`src/rtl/uart_rx_buffer.sv`:
```
// Receive-side buffer for a UART: edge-detects frame/error strobes, queues clean
// frames in a first-word-fall-through FIFO and keeps sticky overflow/error statistics.
module uart_rx_buffer #(
    parameter int DATA_WIDTH = 8,
    parameter int ADDR_WIDTH = 3,
    parameter int CNT_WIDTH  = 8
) (
    input  logic                  CLK,
    input  logic                  RST,
    input  logic [DATA_WIDTH-1:0] P_DATA,
    input  logic                  data_valid,
    input  logic                  par_err,
    input  logic                  stp_err,
    output logic [DATA_WIDTH-1:0] RD_DATA,
    output logic                  RD_VALID,
    input  logic                  RD_READY,
    output logic                  FULL,
    output logic [ADDR_WIDTH:0]   COUNT,
    output logic                  OVF,
    output logic [CNT_WIDTH-1:0]  DROP_CNT,
    output logic [CNT_WIDTH-1:0]  ERR_CNT,
    input  logic                  CLR
);

    localparam int DEPTH = 2 ** ADDR_WIDTH;
    localparam logic [ADDR_WIDTH:0] FULL_COUNT = {1'b1, {ADDR_WIDTH{1'b0}}};

    logic [DATA_WIDTH-1:0] mem [DEPTH];

    logic [ADDR_WIDTH-1:0] wr_ptr_reg;
    logic [ADDR_WIDTH-1:0] rd_ptr_reg;
    logic [ADDR_WIDTH:0]   count_reg;
    logic                  dv_reg;
    logic                  err_reg;
    logic                  block_reg;
    logic                  ovf_reg;
    logic [CNT_WIDTH-1:0]  drop_cnt_reg;
    logic [CNT_WIDTH-1:0]  err_cnt_reg;

    logic err_now;
    logic frame_evt;
    logic err_evt;
    logic clean_frame;
    logic pop;
    logic push;
    logic drop;

    assign RD_VALID = (count_reg != '0);
    assign FULL     = (count_reg == FULL_COUNT);
    assign COUNT    = count_reg;
    assign OVF      = ovf_reg;
    assign DROP_CNT = drop_cnt_reg;
    assign ERR_CNT  = err_cnt_reg;
    // Masked so an empty FIFO (including right after reset) always presents zero.
    assign RD_DATA  = RD_VALID ? mem[rd_ptr_reg] : '0;

    // block_reg suppresses a data_valid level that was already high when reset released.
    assign err_now     = par_err | stp_err;
    assign frame_evt   = data_valid & ~dv_reg & ~block_reg;
    assign err_evt     = err_now & ~err_reg;
    assign clean_frame = frame_evt & ~err_now;
    assign pop         = RD_VALID & RD_READY;
    assign push        = clean_frame & (~FULL | pop);
    assign drop        = clean_frame & FULL & ~pop;

    always_ff @(posedge CLK) begin
        if (push) begin
            mem[wr_ptr_reg] <= P_DATA;
        end
    end

    always_ff @(posedge CLK or negedge RST) begin
        if (!RST) begin
            wr_ptr_reg <= '0;
            rd_ptr_reg <= '0;
            count_reg  <= '0;
            dv_reg     <= 1'b0;
            err_reg    <= 1'b0;
            block_reg  <= 1'b1;
        end else begin
            dv_reg  <= data_valid;
            err_reg <= err_now;
            if (!data_valid) begin
                block_reg <= 1'b0;
            end
            if (push) begin
                wr_ptr_reg <= wr_ptr_reg + ADDR_WIDTH'(1);
            end
            if (pop) begin
                rd_ptr_reg <= rd_ptr_reg + ADDR_WIDTH'(1);
            end
            if (push && !pop) begin
                count_reg <= count_reg + (ADDR_WIDTH+1)'(1);
            end else if (pop && !push) begin
                count_reg <= count_reg - (ADDR_WIDTH+1)'(1);
            end
        end
    end

    // Statistics: CLR wins over any same-cycle increment or overflow set.
    always_ff @(posedge CLK or negedge RST) begin
        if (!RST) begin
            ovf_reg      <= 1'b0;
            drop_cnt_reg <= '0;
            err_cnt_reg  <= '0;
        end else if (CLR) begin
            ovf_reg      <= 1'b0;
            drop_cnt_reg <= '0;
            err_cnt_reg  <= '0;
        end else begin
            if (drop) begin
                ovf_reg <= 1'b1;
                if (drop_cnt_reg != '1) begin
                    drop_cnt_reg <= drop_cnt_reg + CNT_WIDTH'(1);
                end
            end
            if (err_evt && (err_cnt_reg != '1)) begin
                err_cnt_reg <= err_cnt_reg + CNT_WIDTH'(1);
            end
        end
    end

endmodule

```
`config.mk`:
```
export PLATFORM = sky130hd
export DESIGN_NAME = uart_rx_buffer
export DESIGN_NICKNAME = d
export VERILOG_FILES = /design/src/rtl/uart_rx_buffer.sv
export SDC_FILE = /design/constraint.sdc
export NUM_CORES = 1
export LEC_CHECK = 0
export ABC_AREA = 1
export ABC_CLOCK_PERIOD_IN_PS = 2700
export CORE_ASPECT_RATIO = 1.25
export CORE_MARGIN = 10
export CORE_UTILIZATION = 56
export CTS_CLUSTER_SIZE = 8
export DETAILED_ROUTE_END_ITERATION = 7
export PLACE_DENSITY = 0.79
export SLEW_MARGIN = 10
export SYNTH_ARGS = -nofsm -noshare
export SYNTH_HDL_FRONTEND = slang
export SYNTH_SLANG_ARGS = --single-unit
```
`constraint.sdc`:
```
create_clock -name CLK -period 2.7 [get_ports CLK]
set_input_delay 0.405 -clock CLK [delete_from_list [all_inputs] [get_ports CLK]]
set_output_delay 0.405 -clock CLK [all_outputs]
set_load 0.01 [all_outputs]
```
==> flow_summary.json, run 1 <==
{
  "cp-start-kind": "register",
  "status": "finished, final reports clean",
  "antenna_found_initial": 0,
  "rsz0062_at_grt": "no",
  "slew_viol_final": 0,
  "power_mw": 4.37,
  "die_w_um": 98.9,
  "syn-cell-area_sq_um": 4360,
  "r2r_start": "COUNT[1]$_DFFE_PN0P_",
  "post-route-period-util_pct": 95.3,
  "dr.pass1.iters": 5,
  "synth_cells": 430,
  "finalNetCount": 512,
  "final-hold-violation-count": 0,
  "tns_ps": 0,
  "place_hpwl_um": 6680,
  "synth_top_cell_by_area": "edfxtp_1",
  "clk_pin_slew_ps": 90,
  "max_stage_delay_ps": 580,
  "chipHeight_um": 119,
  "synth-seq-cells": 94,
  "power_density_nw_per_um2": 845,
  "worstSetupEndpointType": "primary output",
  "drt_wl_total_um": 9740,
  "p_leak_nw": 2.06,
  "drive_gt1_share_pct": 11.5,
  "ir_drop_v": 0.000768,
  "slew_headroom_pct": 56.1,
  "wl_per_cell_um": 16.6,
  "start_util_pct": 58.2,
  "area_growth_pct": 18.6,
  "grt_max_degree": 31,
  "rows": 35,
  "fp.dieArea_sq_um": 11700,
  "hp-class": "in2async",
  "grt_pass1_wl_um": 15900,
  "grt_usage_pct": 16.7,
  "via_per_inst": 5.51,
  "clock_latency_ps": 370,
  "crit_type": "reg2out",
  "drt-initial-drc-count": 167,
  "critical_path.cell_chain": "buf_4, nor2_1, nor2_1, o21ai_0, o21ai_1, nor2_1, nor2_1, clkdlybuf4s50_1",
  "finalSetupViolations": 0,
  "clockRootBuffer": "clkbuf_8",
  "synth_cell_types": 29,
  "grt_pass1_vias": 3202,
  "dr_total_vias": 3229,
  "cp.required_ps": 2300,
  "core_area_sq_um": 7490,
  "ys_top_cells_by_area": "edfxtp_1 44%, dfrtp_1 17%, nor2_1 8.0%, nand2_1 6.1%, nand3_1 4.0%",
  "post_cts_buffers": 0,
  "route.detailed.drc": 0,
  "cts_tree": "yes",
  "h-tree-depth": 3,
  "synth.yosys.seq_area_share_pct": 61.4,
  "numCtsBuffers": 9,
  "avgSynthCellArea_sq_um": 10.1,
  "ant_nets": 0,
  "drv_cap": 0,
  "port_buffers": 45,
  "crit_arrival_ps": 2170,
  "crit_fanout": 11,
  "r2r_slack_ps": 500,
  "reg2reg_depth": 12,
  "syn_nets": 453,
  "yosysWarnings": 0,
  "gp_congestion": 0.837,
  "critPathSlowestCell": "clkdlybuf4s50_1",
  "clock_sink_count": 94,
  "globalRouteOverflowTotal": 0,
  "top_register": "mem",
  "antenna_cells": 0,
  "io_pins": 46,
  "regToRegEndpoint": "COUNT[3]$_DFFE_PN0P_",
  "cts_buffer_depth": 2,
  "largest_register_ffs": 64,
  "cp_common_cell": "nor2_1",
  "final.setup_skew_ps": 12.7,
  "min_period_ps": 2570,
  "tightestPinTransition_ps": 658,
  "synth_top_area_share_pct": 44.1,
  "fmax_mhz": 389
}
==> final cells by class <==
cell class	instances	area, sq um
clock inverter	6	70.1
tap	92	115
sequential	94	2680
inverter	25	103
clock buffer	10	128
multi-input combinational	297	1480
fill	551	2320
timing repair buffer	62	598
==> what timing repair did <==
item,in CTS,in global routing
setup endpoints to repair,0,4
hold buffers,0,0
resized for setup,0,5
==> worst max-delay path: cells and delay by family, from the launching register on <==
kind                   cells  cell delay, ps
buffers and inverters      2             780
AO/OA/AOI/OAI              2             180
AND/OR/NAND/NOR            4             420
flip-flops                 1             430
==> worst max-delay path by stage <==
stage | startpoint | to | cells past startpoint | slack [ps]
2_1_floorplan | COUNT[1]$_DFFE_PN0P_ | COUNT[3]$_DFFE_PN0P_ | 12 | 630
3_3_place_gp | data_valid | COUNT[3]$_DFFE_PN0P_ | 13 | 170
3_5_place_dp | data_valid | COUNT[3]$_DFFE_PN0P_ | 13 | 120
4_1_cts | rd_ptr_reg[0]$_DFFE_PN0N_ | RD_DATA[1] | 8 | 80
5_1_grt | rd_ptr_reg[1]$_DFFE_PN0N_ | RD_DATA[2] | 7 | 20
6_report | rd_ptr_reg[0]$_DFFE_PN0N_ | RD_DATA[1] | 8 | 130
==> cell usage in the layout, fill, tap and decap left out, types with 8 or more instances in the layout <==
cell type and n:
nor3_1 8, clkdlybuf4s50_1 45, clkbuf_8 9, o21ai_0 23
dfrtp_1 28, nand2_1 71, o21ai_1 19, nor2_1 93
inv_1 19, edfxtp_1 64, nand3_1 35, buf_4 15
==> cells in the mapped netlist <==
cell type and n:
nor2_1 93, nand2_1 71, edfxtp_1 64, nand3_1 35
dfrtp_1 29, o21ai_0 23, inv_1 19, o21ai_1 19
nor3_1 8, ha_1 7, nand4_1 7, xor2_1 7
buf_2 6, buf_6 5, inv_2 4, nand2_4 4
nor2_4 4, xnor2_1 4, a21oi_1 3, buf_4 3
nand2_2 3, nor2_2 3, o21bai_1 2, or2_2 2
clkinv_1 1, dfstp_2 1, fa_1 1, inv_4 1
nand3_4 1
==> through the flow <==
stage               setup slack (ps)  instance area, sq um  hold slack, ps  cells  util [%]
floorplan                        633                  4360             109    430         -
global placement                 167                  4950             442    570      66.1
detailed placement               117                  4950             450    570      66.1
CTS                             79.1                  5150             431    586      68.8
global route                    16.4                  5160             452    586      69.0
finish                           127                  5160             420    586      69.0
==> power by group <==
group	internal (mW)	total, mW	switching [mW]
sequential	1.63	1.79	0.156
combinational	0.735	1.64	0.909
clock	0.435	0.930	0.496
==> metal layers <==
metal	share of wire (%)	global-route usage, %	wire, um
met5	0	0	0
met4	2.0	7.00	197
met3	5.7	3.32	551
met2	51	28.1	4960
met1	41	20.3	4030
==> cell families after synthesis <==
kind of cell               Yosys count  synth area share (%)
and+or+nand+nor                    231                  23.7
DFF                                 94                  61.4
AOI/OAI and AO/OA                   47                  5.52
buffers and inverters               39                  4.71
xor gates and xnor gates            11                  2.21
adders and majority gates            8                  2.47
Note: power is estimated with default switching activity, not from simulation.
==> inputs of run 2 (changes only) <==
- TNS_END_PERCENT: unset -> 1
==> results of run 2 <==
The final DEF is identical to that of run 1; final timing and power are the same.
==> inputs of run 3 (changes only) <==
- ABC_CLOCK_PERIOD_IN_PS: 2700 -> unset
- CORE_MARGIN: 10 -> 2
- MAX_ROUTING_LAYER: unset -> met4
==> run 3 against run 2 <==
Against the previous run: critical path depth decreased by 1; first-iteration DRC count increased by 16%; clock power decreased by 10%; sequential share of layout area increased by 0.26 points; clock skew decreased by 6.7 ps; largest power group unchanged.
==> flow_summary.json, run 3 (synthesized netlist as in run 1, its figures left out) <==
{
  "finalNetCount": 514,
  "tightestPinTransition_ps": 650,
  "power_density_nw_per_um2": 828,
  "drive_gt1_share_pct": 12.1,
  "rows": 35,
  "regToRegEndpoint": "COUNT[3]$_DFFE_PN0P_",
  "p_leak_nw": 2.05,
  "setup_ws_ps": 136,
  "cp-start-kind": "register",
  "crit_fanout": 15,
  "r2r_slack_ps": 410,
  "reg2reg_depth": 12,
  "wl_per_cell_um": 15.4,
  "area_growth_pct": 18.0,
  "critPathSlowestCell": "clkdlybuf4s50_1",
  "globalRouteOverflowTotal": 0,
  "cts_buffer_depth": 2,
  "crit_arrival_ps": 2160,
  "core_area_sq_um": 7440,
  "largest_register_ffs": 64,
  "start_util_pct": 58.5,
  "place_hpwl_um": 6150,
  "final_util_pct": 69.1,
  "critical_path.cell_chain": "buf_4, nor2_1, o21ai_0, o21ai_1, nor2_1, nor2_1, clkdlybuf4s50_1",
  "final-hold-violation-count": 0,
  "ant_nets": 0,
  "fmax_mhz": 390,
  "grt_usage_pct": 23.1,
  "grt_pass1_vias": 3066,
  "dr.pass1.iters": 4,
  "min_period_ps": 2560,
  "top_register": "mem",
  "cts_tree": "yes",
  "clockRootBuffer": "clkbuf_8",
  "max_stage_delay_ps": 570,
  "port_buffers": 45,
  "grt_max_degree": 31,
  "io_pins": 46,
  "drt_wl_total_um": 9060,
  "dp_cells": 569,
  "ctsHoldBuffers": 0,
  "final_cell_mix": "93 x nor2_1, 71 x nand2_1, 64 x edfxtp_1",
  "slew_headroom_pct": 56.6,
  "rsz0062_at_grt": "no",
  "cp_common_cell": "nor2_1",
  "dr_total_vias": 3116,
  "final.setup_skew_ps": 5.99,
  "antenna_cells": 0,
  "antenna_found_initial": 0,
  "tns_ps": 0,
  "ir_drop_v": 0.000617,
  "place_ws_ps": 66.9,
  "hp-class": "in2async",
  "gp_congestion": 0.835,
  "final_common_cell": "nor2_1",
  "cp.required_ps": 2300,
  "fp.dieArea_sq_um": 8500,
  "clock_sink_count": 94,
  "instances_no_fill": 588,
  "numCtsBuffers": 9,
  "clock_latency_ps": 350,
  "clk_pin_slew_ps": 90,
  "finalSetupViolations": 0,
  "die_w_um": 82.9,
  "crit_type": "reg2out",
  "status": "finished, final reports clean",
  "chipHeight_um": 103,
  "slew_viol_final": 0,
  "drv_cap": 0,
  "r2r_start": "COUNT[0]$_DFFE_PN0P_",
  "route.detailed.drc": 0,
  "worstSetupEndpointType": "primary output",
  "drt-initial-drc-count": 194,
  "via_per_inst": 5.30,
  "h-tree-depth": 3,
  "power_mw": 4.26,
  "grt_pass1_wl_um": 14700,
  "post-route-period-util_pct": 95.0
}
[run 3: cell types whose count changed in the layout (fill, tap and decap cells not counted), sizes merged]
cell      delta
bufinv       -1
clkinv       +1
clkinvlp     +1
buf          +1
[run 3: worst max-delay path, delay by kind of cell (launching register included)]
family          cells  cell delay [ps]
buf+inv             2              780
flops               1              470
simple gates        3              360
compound gates      2              190
[run 3: worst max path at each step]
stage                              start              endpoint  slack [ps]
3_5_place_dp                     stp_err  COUNT[3]$_DFFE_PN0P_          70
4_1_cts        rd_ptr_reg[0]$_DFFE_PN0N_            RD_DATA[4]          30
2_1_floorplan       COUNT[1]$_DFFE_PN0P_  COUNT[3]$_DFFE_PN0P_         630
6_report       rd_ptr_reg[1]$_DFFE_PN0N_            RD_DATA[0]         140
3_3_place_gp                     stp_err  COUNT[3]$_DFFE_PN0P_         170
5_1_grt        rd_ptr_reg[0]$_DFFE_PN0N_            RD_DATA[4]           4
[run 3: layer usage]
| layer | GRT usage (%) | vias to the layer above | routed length, um |
|---|---|---|---|
| met1 | 26.9 | 1458 | 3760 |
| li1 | - | 1563 | - |
| met4 | 9.21 | 0 | 136 |
| met2 | 40.3 | 84 | 4750 |
| met3 | 4.32 | 11 | 407 |
| met5 | - | - | 0 |
[run 3: cell type report]
| type | count | area (sq um) |
|---|---|---|
| Sequential cell | 94 | 2680 |
| Clock inverter | 6 | 45.0 |
| Fill cell | 590 | 2300 |
| Clock buffer | 10 | 128 |
| Tap cell | 92 | 115 |
| Inverter | 25 | 103 |
| Multi-Input combinational cell | 297 | 1480 |
| Timing Repair inverter | 1 | 5.00 |
| Timing Repair Buffer | 63 | 593 |
[run 3: report_power, final]
part | total, mW | switching, mW | internal [mW]
combinational | 1.61 | 0.876 | 0.736
clock | 0.835 | 0.496 | 0.340
sequential | 1.81 | 0.173 | 1.64
[run 3: repair_timing]
item,in CTS,in global routing
setup endpoints to repair,6,8
pin swaps,0,0
resized for setup,3,3
buffers inserted,0,2
gates cloned,0,1
[run 3: through the flow]
step	hold slack, ps	cell area [sq um]
6_report	434	5140
5_1_grt	471	5140
4_1_cts	433	5110
3_5_place_dp	449	4930
3_3_place_gp	440	4930
2_1_floorplan	109	4360
